[config.mk]
export PLATFORM = sky130hd
export DESIGN_NAME = mem_port_arbiter
export DESIGN_NICKNAME = d
export VERILOG_FILES = /design/src/rtl/mem_port_arbiter.sv
export SDC_FILE = /design/constraint.sdc
export NUM_CORES = 1
export LEC_CHECK = 0
export ABC_CLOCK_PERIOD_IN_PS = 3500
export CAP_MARGIN = 10
export CORE_MARGIN = 1.5
export CORE_UTILIZATION = 42
export DETAILED_ROUTE_END_ITERATION = 10
export GPL_TIMING_DRIVEN = 0
export PLACE_DENSITY = 0.85
export SYNTH_ARGS = -nofsm -noshare
export SYNTH_HDL_FRONTEND = slang
export SYNTH_SLANG_ARGS = --single-unit
[constraint.sdc]
create_clock -name clk -period 3.5 [get_ports clk]
set_clock_uncertainty 0.05 [all_clocks]
set_input_delay 0.525 -clock clk [delete_from_list [all_inputs] [get_ports clk]]
set_output_delay 0.525 -clock clk [all_outputs]
set_load 0.05 [all_outputs]
[src/rtl/mem_port_arbiter.sv]
// Shares one memory bus between instruction fetch and the load/store stage.
// Round-robin on ties; one transfer in flight; ready pulses mark completion.
module mem_port_arbiter #(
    parameter int XLEN = 32
) (
    input  logic            clk,
    input  logic            reset,
    input  logic            if_req,
    input  logic [XLEN-1:0] if_addr,
    output logic [XLEN-1:0] if_rdata,
    output logic            if_ready,
    input  logic            d_req,
    input  logic            d_we,
    input  logic [3:0]      d_wstrb,
    input  logic [XLEN-1:0] d_addr,
    input  logic [XLEN-1:0] d_wdata,
    output logic [XLEN-1:0] d_rdata,
    output logic            d_ready,
    output logic            bus_valid,
    output logic [XLEN-1:0] bus_addr,
    output logic            bus_we,
    output logic [3:0]      bus_wstrb,
    output logic [XLEN-1:0] bus_wdata,
    input  logic            bus_ready,
    input  logic [XLEN-1:0] bus_rdata,
    output logic            stall_fetch,
    output logic            stall_mem
);

    typedef enum logic [1:0] {
        IDLE,
        FETCH,
        DATA
    } state_t;

    typedef enum logic {
        GNT_F,
        GNT_D
    } grant_t;

    state_t          state, state_n;
    grant_t          last, last_n;
    logic [XLEN-1:0] addr_n, wdata_n;
    logic [XLEN-1:0] if_rdata_n, d_rdata_n;
    logic [3:0]      wstrb_n;
    logic            we_n;
    logic            if_ready_n, d_ready_n;
    logic            if_elig, d_elig;

    // A requester being acknowledged this cycle must not be re-granted.
    assign if_elig = if_req & ~if_ready;
    assign d_elig  = d_req & ~d_ready;

    assign bus_valid   = (state != IDLE);
    assign stall_fetch = if_req & ~if_ready;
    assign stall_mem   = d_req & ~d_ready;

    always_comb begin
        state_n    = state;
        last_n     = last;
        addr_n     = bus_addr;
        we_n       = bus_we;
        wstrb_n    = bus_wstrb;
        wdata_n    = bus_wdata;
        if_rdata_n = if_rdata;
        d_rdata_n  = d_rdata;
        if_ready_n = 1'b0;
        d_ready_n  = 1'b0;
        unique case (state)
            IDLE: begin
                if (if_elig && (!d_elig || last == GNT_D)) begin
                    state_n = FETCH;
                    last_n  = GNT_F;
                    addr_n  = if_addr;
                    we_n    = 1'b0;
                    wstrb_n = 4'b0000;
                    wdata_n = '0;
                end else if (d_elig) begin
                    state_n = DATA;
                    last_n  = GNT_D;
                    addr_n  = d_addr;
                    we_n    = d_we;
                    wstrb_n = d_we ? d_wstrb : 4'b0000;
                    wdata_n = d_wdata;
                end
            end
            FETCH: begin
                if (bus_ready) begin
                    state_n    = IDLE;
                    if_rdata_n = bus_rdata;
                    if_ready_n = 1'b1;
                end
            end
            DATA: begin
                if (bus_ready) begin
                    state_n   = IDLE;
                    d_ready_n = 1'b1;
                    if (!bus_we) begin
                        d_rdata_n = bus_rdata;
                    end
                end
            end
            default: state_n = IDLE;
        endcase
    end

    always_ff @(posedge clk) begin
        if (!reset) begin
            state     <= IDLE;
            last      <= GNT_F;
            bus_addr  <= '0;
            bus_we    <= 1'b0;
            bus_wstrb <= 4'b0000;
            bus_wdata <= '0;
            if_rdata  <= '0;
            d_rdata   <= '0;
            if_ready  <= 1'b0;
            d_ready   <= 1'b0;
        end else begin
            state     <= state_n;
            last      <= last_n;
            bus_addr  <= addr_n;
            bus_we    <= we_n;
            bus_wstrb <= wstrb_n;
            bus_wdata <= wdata_n;
            if_rdata  <= if_rdata_n;
            d_rdata   <= d_rdata_n;
            if_ready  <= if_ready_n;
            d_ready   <= d_ready_n;
        end
    end

endmodule

[Word-level counts from Yosys, hierarchy flattened]
Cells that the tools add are included.
Word-level totals
  logic and storage cells: 48
  input port bits: 138
  output and inout bits: 138
  register bits after elaboration: 138
Operators by class
  equal/unequal tests: 4
  reduce and logical (&&, ||, !) cells: 13
  bitwise operators: 5
  mux-type cells: 16
Operator list (count)
  $mux W32: 4
  $mux W4: 3
  $reduce_and A2 Y1: 5
  $mux W2: 3
  $mux W1: 5
  $pmux W2 S2: 1
  $reduce_bool A2 Y1: 2
  $ne A3 B3 Y1 const B: 1
  $not A1 Y1: 3
  $reduce_and A3 Y1: 1
  $and A1 B1 Y1: 2
  $eq A2 B1 Y1 const B: 1
  $eq A2 B2 Y1 const B: 1
  $logic_not A2 Y1: 1
  $ne A2 B1 Y1 const B: 1
  $reduce_or A2 Y1: 1
  $logic_and A1 B1 Y1: 1
  $logic_not A1 Y1: 1
  $logic_or A1 B1 Y1: 1

[Logic depth before layout (Yosys ltp)]
Gate-level depths: netlist of run 1.
  depth after elaboration: 7
  gate-level depth with buffers: 8
  depth with buffers taken out: 6

[Worst setup path after synthesis of run 1]
OpenSTA, ideal clock, no wires.
  path kind: register to register
  start point: reg d_ready
  end point: reg bus_wdata[26]
  path buffers: 2
  data arrival time: 1601 ps
  path slack: 1730 ps
  stages on the path, launching flop included: 8
  cells stage by stage: dfxtp_1 > nand2b_4 > inv_4 > and3_1 > buf_6 > buf_8 > a22oi_1 > nor2b_1
On the way
  longest elaborated chain between the ends: 7
RTL lines
  start: declaration: RTL line 18  | output logic d_ready,
  start signal: assignment: RTL line 129  | d_ready <= d_ready_n;
  $not A1 Y1 (*)
  $and A1 B1 Y1 (*)
  net stall_mem: RTL line 27  | output logic stall_mem
  $logic_not A1 Y1: RTL line 71  | if (if_elig && (!d_elig || last == GNT_D)) begin
  $logic_or A1 B1 Y1: RTL line 71
  $logic_and A1 B1 Y1: RTL line 71
  $reduce_bool A2 Y1 (no line)
  $reduce_and A2 Y1 (no line)
  end signal: assignment: RTL line 125  | bus_wdata <= wdata_n;
  end: declaration: RTL line 23  | output logic [XLEN-1:0] bus_wdata,
Mark *: on every way through the listed nets, which the timed path passes. The rest lies on a longest branch.
A chain may end at the register's enable or synchronous reset.

[Final worst setup path of run 1]
  start point: in if_req
  end point: out stall_fetch
On the way
  longest elaborated chain between the ends: 1
RTL lines
  start: declaration: RTL line 8  | input logic if_req,
  $and A1 B1 Y1: RTL line 55  | assign stall_fetch = if_req & ~if_ready;
  end: declaration: RTL line 26  | output logic stall_fetch,
No other way between the ends.

==> results of run 1 <==
## metrics by stage
stage	instance area (um2)	total power, mW	hold slack (ps)	util, %	worst slack, ps
after floorplan	5210	2.65	403	-	1730
after global placement	8160	3.17	390	67.7	866
after detailed placement	8160	3.18	397	67.7	872
after CTS	8830	5.18	404	73.2	850
after global routing	8830	5.34	425	73.2	782
final	8830	5.15	401	73.2	854
## report_power, final
| part | internal, mW | switching [mW] | total (mW) |
|---|---|---|---|
| sequential | 1.71 | 0.0681 | 1.77 |
| combinational | 0.537 | 0.841 | 1.38 |
| clock | 1.32 | 0.683 | 2.00 |
## layer usage
| metal | GRT usage (%) | vias up |
|---|---|---|
| met1 | 26.9 | 2366 |
| met2 | 46.4 | 213 |
| li1 | - | 2582 |
| met4 | 13.3 | 0 |
| met5 | 0 | - |
| met3 | 11.3 | 43 |
## critical path: cells and delay by family
| family | cells | cell delay [ps] |
|---|---|---|
| and+or+nand+nor | 1 | 210 |
| buffers and inverters | 2 | 1340 |
## cells in the final DEF (no fill, tap or decap), types with 2 or more instances in the layout
master | Yosys | routed
o21ai_0 | 38 | 38
clkbuf_8 | 0 | 3
nand3_1 | 7 | 7
buf_4 | 3 | 3
nor2_1 | 32 | 32
clkbuf_16 | 0 | 17
buf_6 | 3 | 3
dfxtp_1 | 138 | 138
and3_1 | 3 | 3
a21oi_1 | 2 | 2
a21boi_1 | 14 | 14
bufinv_16 | 0 | 5
clkbuf_1 | 23 | 24
clkinvlp_4 | 0 | 3
clkdlybuf4s50_1 | 0 | 274
a21boi_0 | 51 | 51
buf_2 | 16 | 16
nand2_1 | 137 | 137
ha_1 | 3 | 3
clkinv_2 | 0 | 2
a22oi_2 | 5 | 5
a22oi_1 | 27 | 27
inv_1 | 3 | 3
nor2b_1 | 33 | 33
o22ai_1 | 32 | 32
## flip-flops by register name, summed over array words and instances, names as in the netlist
register   count
bus_addr      32
bus_wdata     32
bus_we         1
bus_wstrb      4
d_rdata       32
d_ready        1
if_rdata      32
if_ready       1
last           1
state          2
## layout make-up
cell class                 count  area (um2)  area share (%)
sequential                   138        2760            31.3
timing repair buffer         274        2740            31.1
multi-input combinational    396        2190            24.8
clock buffer                  21         470            5.33
buffer                        47         241            2.74
tap                          168         210            2.38
clock inverter                11         191            2.17
inverter                       4        17.5           0.198
## worst max path at each step
stage,end,slack (ps),from
floorplan,bus_wdata[26]$_SDFFE_PN0P_,1730,d_ready$_SDFF_PN0_
global placement,stall_fetch,870,if_req
detailed placement,stall_fetch,870,if_req
CTS,stall_fetch,850,if_req
global route,bus_valid,780,state[0]$_SDFFE_PN0P_
finish,stall_fetch,850,if_req
## kinds of logic after synthesis
group	after synthesis	share of synthesized area (%)
AO/OA/AOI/OAI	173	22.7
adder cells (fa/ha/maj)	3	0.720
buffers and inverters	51	4.97
flip-flops	138	53.0
multiplexers	1	0.192
AND/OR/NAND/NOR	219	18.4
==> impl_metrics.py, run 1 <==
metrics = {
    "worst_setup_path": {
        "crit_fanout": 6,
        "r2r_end": "d_rdata[3]$_SDFFE_PN0P_",
        "endpoint_kind": "output pin",
        "path_common_cell": "clkdlybuf4s50_1",
        "worstSetupStartpointType": "input pin",
        "reg2reg_depth": 8,
        "r2r_start": "state[0]$_SDFFE_PN0P_",
        "crit_arrival_ps": 2070,
        "cpPeakStageDelay_ps": 850,
        "r2r_slack_ps": 1790,
        "critPathSlowestCell": "clkdlybuf4s50_1",
        "required_ps": 2920,
        "path_class": "input pin to output pin",
        "cp_cell_sequence": "clkdlybuf4s50_1 -> nor2b_4 -> clkdlybuf4s50_1",
    },
    "floorplanning": {
        "dieArea_mm2": 0.0131,
        "die_x_um": 114,
        "rows": 40,
        "ios": 276,
        "coreArea_mm2": 0.0121,
        "initial_core_util_pct": 43.2,
        "fp.dieH_um": 114,
    },
    "grt": {
        "grt_pass1_vias": 5151,
        "antenna_found_initial": 0,
        "track_usage_pct": 26.5,
        "grt_overflow": 0,
        "grt_first_pass_wirelength_um": 26300,
        "grt_max_degree": 17,
    },
    "timing": {
        "slew_viol_final": 0,
        "rsz0062_at_grt": "false",
        "tightest_slew_ps": 574,
        "fin_crit_sh_pct": 75.6,
        "max_freq_mhz": 378,
        "relSlewSlack_pct": 61.6,
        "setup_violations": 0,
        "finalSetupTns_ps": 0,
        "final.min_clock_period_ps": 2650,
        "hold_violations": 0,
    },
    "route": {
        "firstDrtPassIters": 4,
        "route.met2.wl_um": 8400,
        "highest_layer": "met4",
        "wl_met1_um": 6460,
        "drtAntennaViolNets": 0,
        "avgRoutedWirePerCell_um": 16.2,
        "via_per_inst": 4.91,
        "vias": 5204,
        "wl_met3_um": 1710,
        "drt_iter0_drc": 219,
        "drc": 0,
        "wirelength_um": 17200,
    },
    "run_status": {
        "status": "complete, no violations",
    },
    "clock_tree": {
        "cts_made_buffers": 17,
        "cts_resized": 0,
        "clock_path_buffers": 2,
        "hold_buffers": 0,
        "clkTransAtPathRegs_ps": 60,
        "clock_sinks": 138,
        "htree_num_levels": 4,
        "clock_tree.root_cell": "clkbuf_16",
        "post_cts_buffers": 0,
        "cts_tree": "built",
        "clkLatencyLatePin_ps": 420,
    },
    "yosys": {
        "synthFlopType": "dfxtp_1",
        "synthesis.nets": 726,
        "synth.most_common_cell": "dfxtp_1",
        "synth_edf_count": 0,
        "yosys.area.top_type": "dfxtp_1",
        "ys_types": 34,
        "yosysSeqAreaShare_pct": 53.0,
        "syn_inst": 585,
        "ys_async_sr_fraction_pct": 0,
        "ys_warn_count": 0,
        "netlist_area_mm2": 0.00521,
        "ys_top_cells_by_area": "dfxtp_1 53%, nand2_1 9.9%, a21boi_0 7.3%",
        "synth-seq-cells": 138,
        "yosysTopAreaCellShare_pct": 53.0,
        "yosys-top-cells-count": "138 x dfxtp_1, 137 x nand2_1, 51 x a21boi_0",
        "syn_avg_cell_area_um2": 8.91,
    },
    "min_path": {
        "hold_end": "d_rdata[5]$_SDFFE_PN0P_",
        "min_delay_path_depth": 2,
        "hold_path_startpoint": "d_rdata[5]$_SDFFE_PN0P_",
        "hold_class": "flop to flop",
    },
    "flow_run": {
        "drv_cap": 0,
    },
    "pwr": {
        "cellPowerDensity_mw_per_mm2": 584,
        "power_leakage_nw": 3.18,
        "ir_worst_vdd_mv": 0.311,
    },
    "placed_design": {
        "hpwl_um": 12700,
        "io_buffers": 274,
        "gp_congestion": 0.851,
        "placed_cells": 1027,
    },
    "final_layout": {
        "final_cells": 1059,
        "drive_gt1_share_pct": 7.07,
        "nets": 1019,
        "area_growth_pct": 69.4,
        "diodes": 0,
        "fillers": 905,
    },
}
No activity file was read; power rests on OpenSTA's default activity.
==> inputs of run 2 (changes only) <==
==> config.mk (replaced) <==
export PLATFORM = sky130hd
export DESIGN_NAME = mem_port_arbiter
export DESIGN_NICKNAME = d
export VERILOG_FILES = /design/src/rtl/mem_port_arbiter.sv
export SDC_FILE = /design/constraint.sdc
export NUM_CORES = 1
export LEC_CHECK = 0
export ABC_CLOCK_PERIOD_IN_PS = 2200
export CAP_MARGIN = 10
export CORE_MARGIN = 1.5
export CORE_UTILIZATION = 36
export DETAILED_ROUTE_END_ITERATION = 10
export GPL_TIMING_DRIVEN = 0
export PLACE_DENSITY = 0.77
export SYNTH_ARGS = -nofsm -noshare
export SYNTH_HDL_FRONTEND = slang
export SYNTH_SLANG_ARGS = --single-unit
==> constraint.sdc (replaced) <==
create_clock -name clk -period 2.2 [get_ports clk]
set_clock_uncertainty 0.05 [all_clocks]
set_input_delay 0.33 -clock clk [delete_from_list [all_inputs] [get_ports clk]]
set_output_delay 0.33 -clock clk [all_outputs]
set_load 0.05 [all_outputs]
==> run 2 against run 1 <==
Against the previous run: die area grew 16%; worst hold slack got worse by 1.7 ps; critical path type is now flop to output pin; non-clock buffer count unchanged; highest routed layer unchanged; clock-buffer cell count decreased by 2; clock power grew 44%; final cell count up 1.1%; core utilization is 11 points lower; first-iteration DRC count is 26% lower.
==> impl_metrics.py, run 2 (synthesis results as in run 1) <==
metrics = {
    "run_status": {
        "status": "complete, no violations",
    },
    "final_layout": {
        "drive_gt1_share_pct": 7.18,
        "nets": 1019,
        "final_cells": 1071,
        "layout_common_cells": "271 x clkdlybuf4s50_1, 138 x dfxtp_1, 137 x nand2_1",
        "final_common_cell": "clkdlybuf4s50_1",
        "area_growth_pct": 68.2,
        "final_util_pct": 62.7,
        "diodes": 0,
    },
    "pwr": {
        "seqPwrFrac_pct": 35.8,
        "p_clk_share_pct": 36.4,
        "p_switching_mw": 2.52,
        "combPwrFrac_pct": 27.8,
        "power_leakage_nw": 3.15,
        "ir_worst_vdd_mv": 0.592,
        "cellPowerDensity_mw_per_mm2": 899,
        "p_sw_share_pct": 32.0,
        "p_int_mw": 5.36,
    },
    "worst_setup_path": {
        "critPathSlowestCell": "clkdlybuf4s50_1",
        "endpoint_kind": "output pin",
        "cp_top_family": "buffers and inverters",
        "worstSetupStartpointType": "flop",
        "r2r_slack_ps": 530,
        "crit_arrival_ps": 1690,
        "crit_fanout": 4,
        "cp_cell_sequence": "clkdlybuf4s50_1",
        "cp.buffers_inverters": 1,
        "required_ps": 1820,
        "cpPeakStageDelay_ps": 870,
        "r2r_start": "state[0]$_SDFFE_PN0P_",
        "path_class": "flop to output pin",
        "crit_start": "bus_we$_SDFFE_PN0P_",
    },
    "grt": {
        "grt_first_pass_wirelength_um": 25800,
        "grt_pass1_vias": 5008,
        "grt_max_degree": 17,
        "track_usage_pct": 22.5,
        "grt_overflow": 0,
        "antenna_found_initial": 0,
    },
    "clock_tree": {
        "clock_sinks": 138,
        "htree_num_levels": 4,
        "clock_tree.root_cell": "clkbuf_16",
        "cts_tree": "built",
        "clock_path_buffers": 2,
        "clkTransAtPathRegs_ps": 50,
        "clkLatencyLatePin_ps": 410,
        "cts_made_buffers": 17,
    },
    "route": {
        "avgRoutedWirePerCell_um": 16.1,
        "firstDrtPassIters": 4,
        "highest_layer": "met4",
        "drc": 0,
        "route.met2.wl_um": 8340,
        "vias": 5162,
        "wirelength_um": 17200,
        "wl_met1_um": 6560,
        "wl_met3_um": 1920,
        "drt_iter0_drc": 163,
        "via_per_inst": 4.82,
        "drtAntennaViolNets": 0,
    },
    "timing": {
        "max_freq_mhz": 483,
        "final.min_clock_period_ps": 2070,
        "hold_violations": 0,
        "slew_viol_final": 0,
        "tightest_slew_ps": 599,
        "fin_crit_sh_pct": 94.1,
        "relSlewSlack_pct": 60.0,
        "setup_violations": 0,
        "rsz0062_at_grt": "false",
    },
    "placed_design": {
        "io_buffers": 274,
        "gp_congestion": 0.807,
        "hpwl_um": 13100,
        "placed_cells": 1039,
    },
    "flow_run": {
        "drv_cap": 0,
    },
    "min_path": {
        "hold_path_startpoint": "d_rdata[0]$_SDFFE_PN0P_",
        "hold_class": "flop to flop",
    },
    "floorplanning": {
        "coreArea_mm2": 0.0140,
        "fp.dieH_um": 123,
        "die_x_um": 123,
        "ios": 276,
        "initial_core_util_pct": 37.3,
        "dieArea_mm2": 0.0152,
        "rows": 43,
    },
}
-- run 2: changes by cell type in the layout (fill, tap and decap cells not counted), sizes merged --
cell / delta
clkbuf: -1
bufinv: -2
dlygate4sd2: +2
clkdlybuf4s50: -3
clkinv: +4
-- run 2: cell type report --
class	count	area, um2
Buffer	47	241
Clock buffer	19	443
Clock inverter	13	151
Fill cell	1227	5220
Inverter	4	17.5
Multi-Input combinational cell	396	2190
Sequential cell	138	2760
Tap cell	180	225
Timing Repair Buffer	274	2740
-- run 2: repair_timing --
action / in CTS / in global routing
hold endpoints to repair: 0 / 0
pin swaps: 0 / 0
setup buffers: 0 / 0
gates resized for setup: 3 / 2
gates cloned: 0 / 0
setup endpoints to repair: 3 / 1
hold buffers: 0 / 0
-- run 2: layer usage --
metal  up-vias  global-route usage (%)
met4         0                    9.34
met5         -                       0
met1      2343                    23.3
li1       2581                       -
met2       205                    39.2
met3        33                    10.4
-- run 2: metrics by stage --
stage | TNS [ps] | power (mW) | area, um2 | setup WS [ps] | hold WS, ps
finish | 0 | 7.88 | 8770 | 130 | 400
global route | 0 | 8.22 | 8770 | 39.2 | 426
CTS | 0 | 7.94 | 8770 | 26.3 | 403
detailed placement | -44.2 | 5.08 | 8180 | -43.2 | 396
global placement | -47.5 | 5.06 | 8180 | -47.5 | 390
floorplan | 0 | 4.21 | 5210 | 430 | 403
-- run 2: power groups by stage --
stage	Sequential (mW)	Clock, mW	Combinational, mW
CTS	2.82	2.90	2.21
finish	2.82	2.87	2.19
detailed placement	2.88	0	2.20
floorplan	3.58	0	0.636
global route	2.85	3.04	2.33
global placement	2.87	0	2.19
-- run 2: path summary, 6_finish.rpt --
check,to,depth (start not counted)
max,bus_we,1
min,d_rdata[0]$_SDFFE_PN0P_,2
max reg2reg,d_rdata[6]$_SDFFE_PN0P_,8
min reg2reg,d_rdata[0]$_SDFFE_PN0P_,2
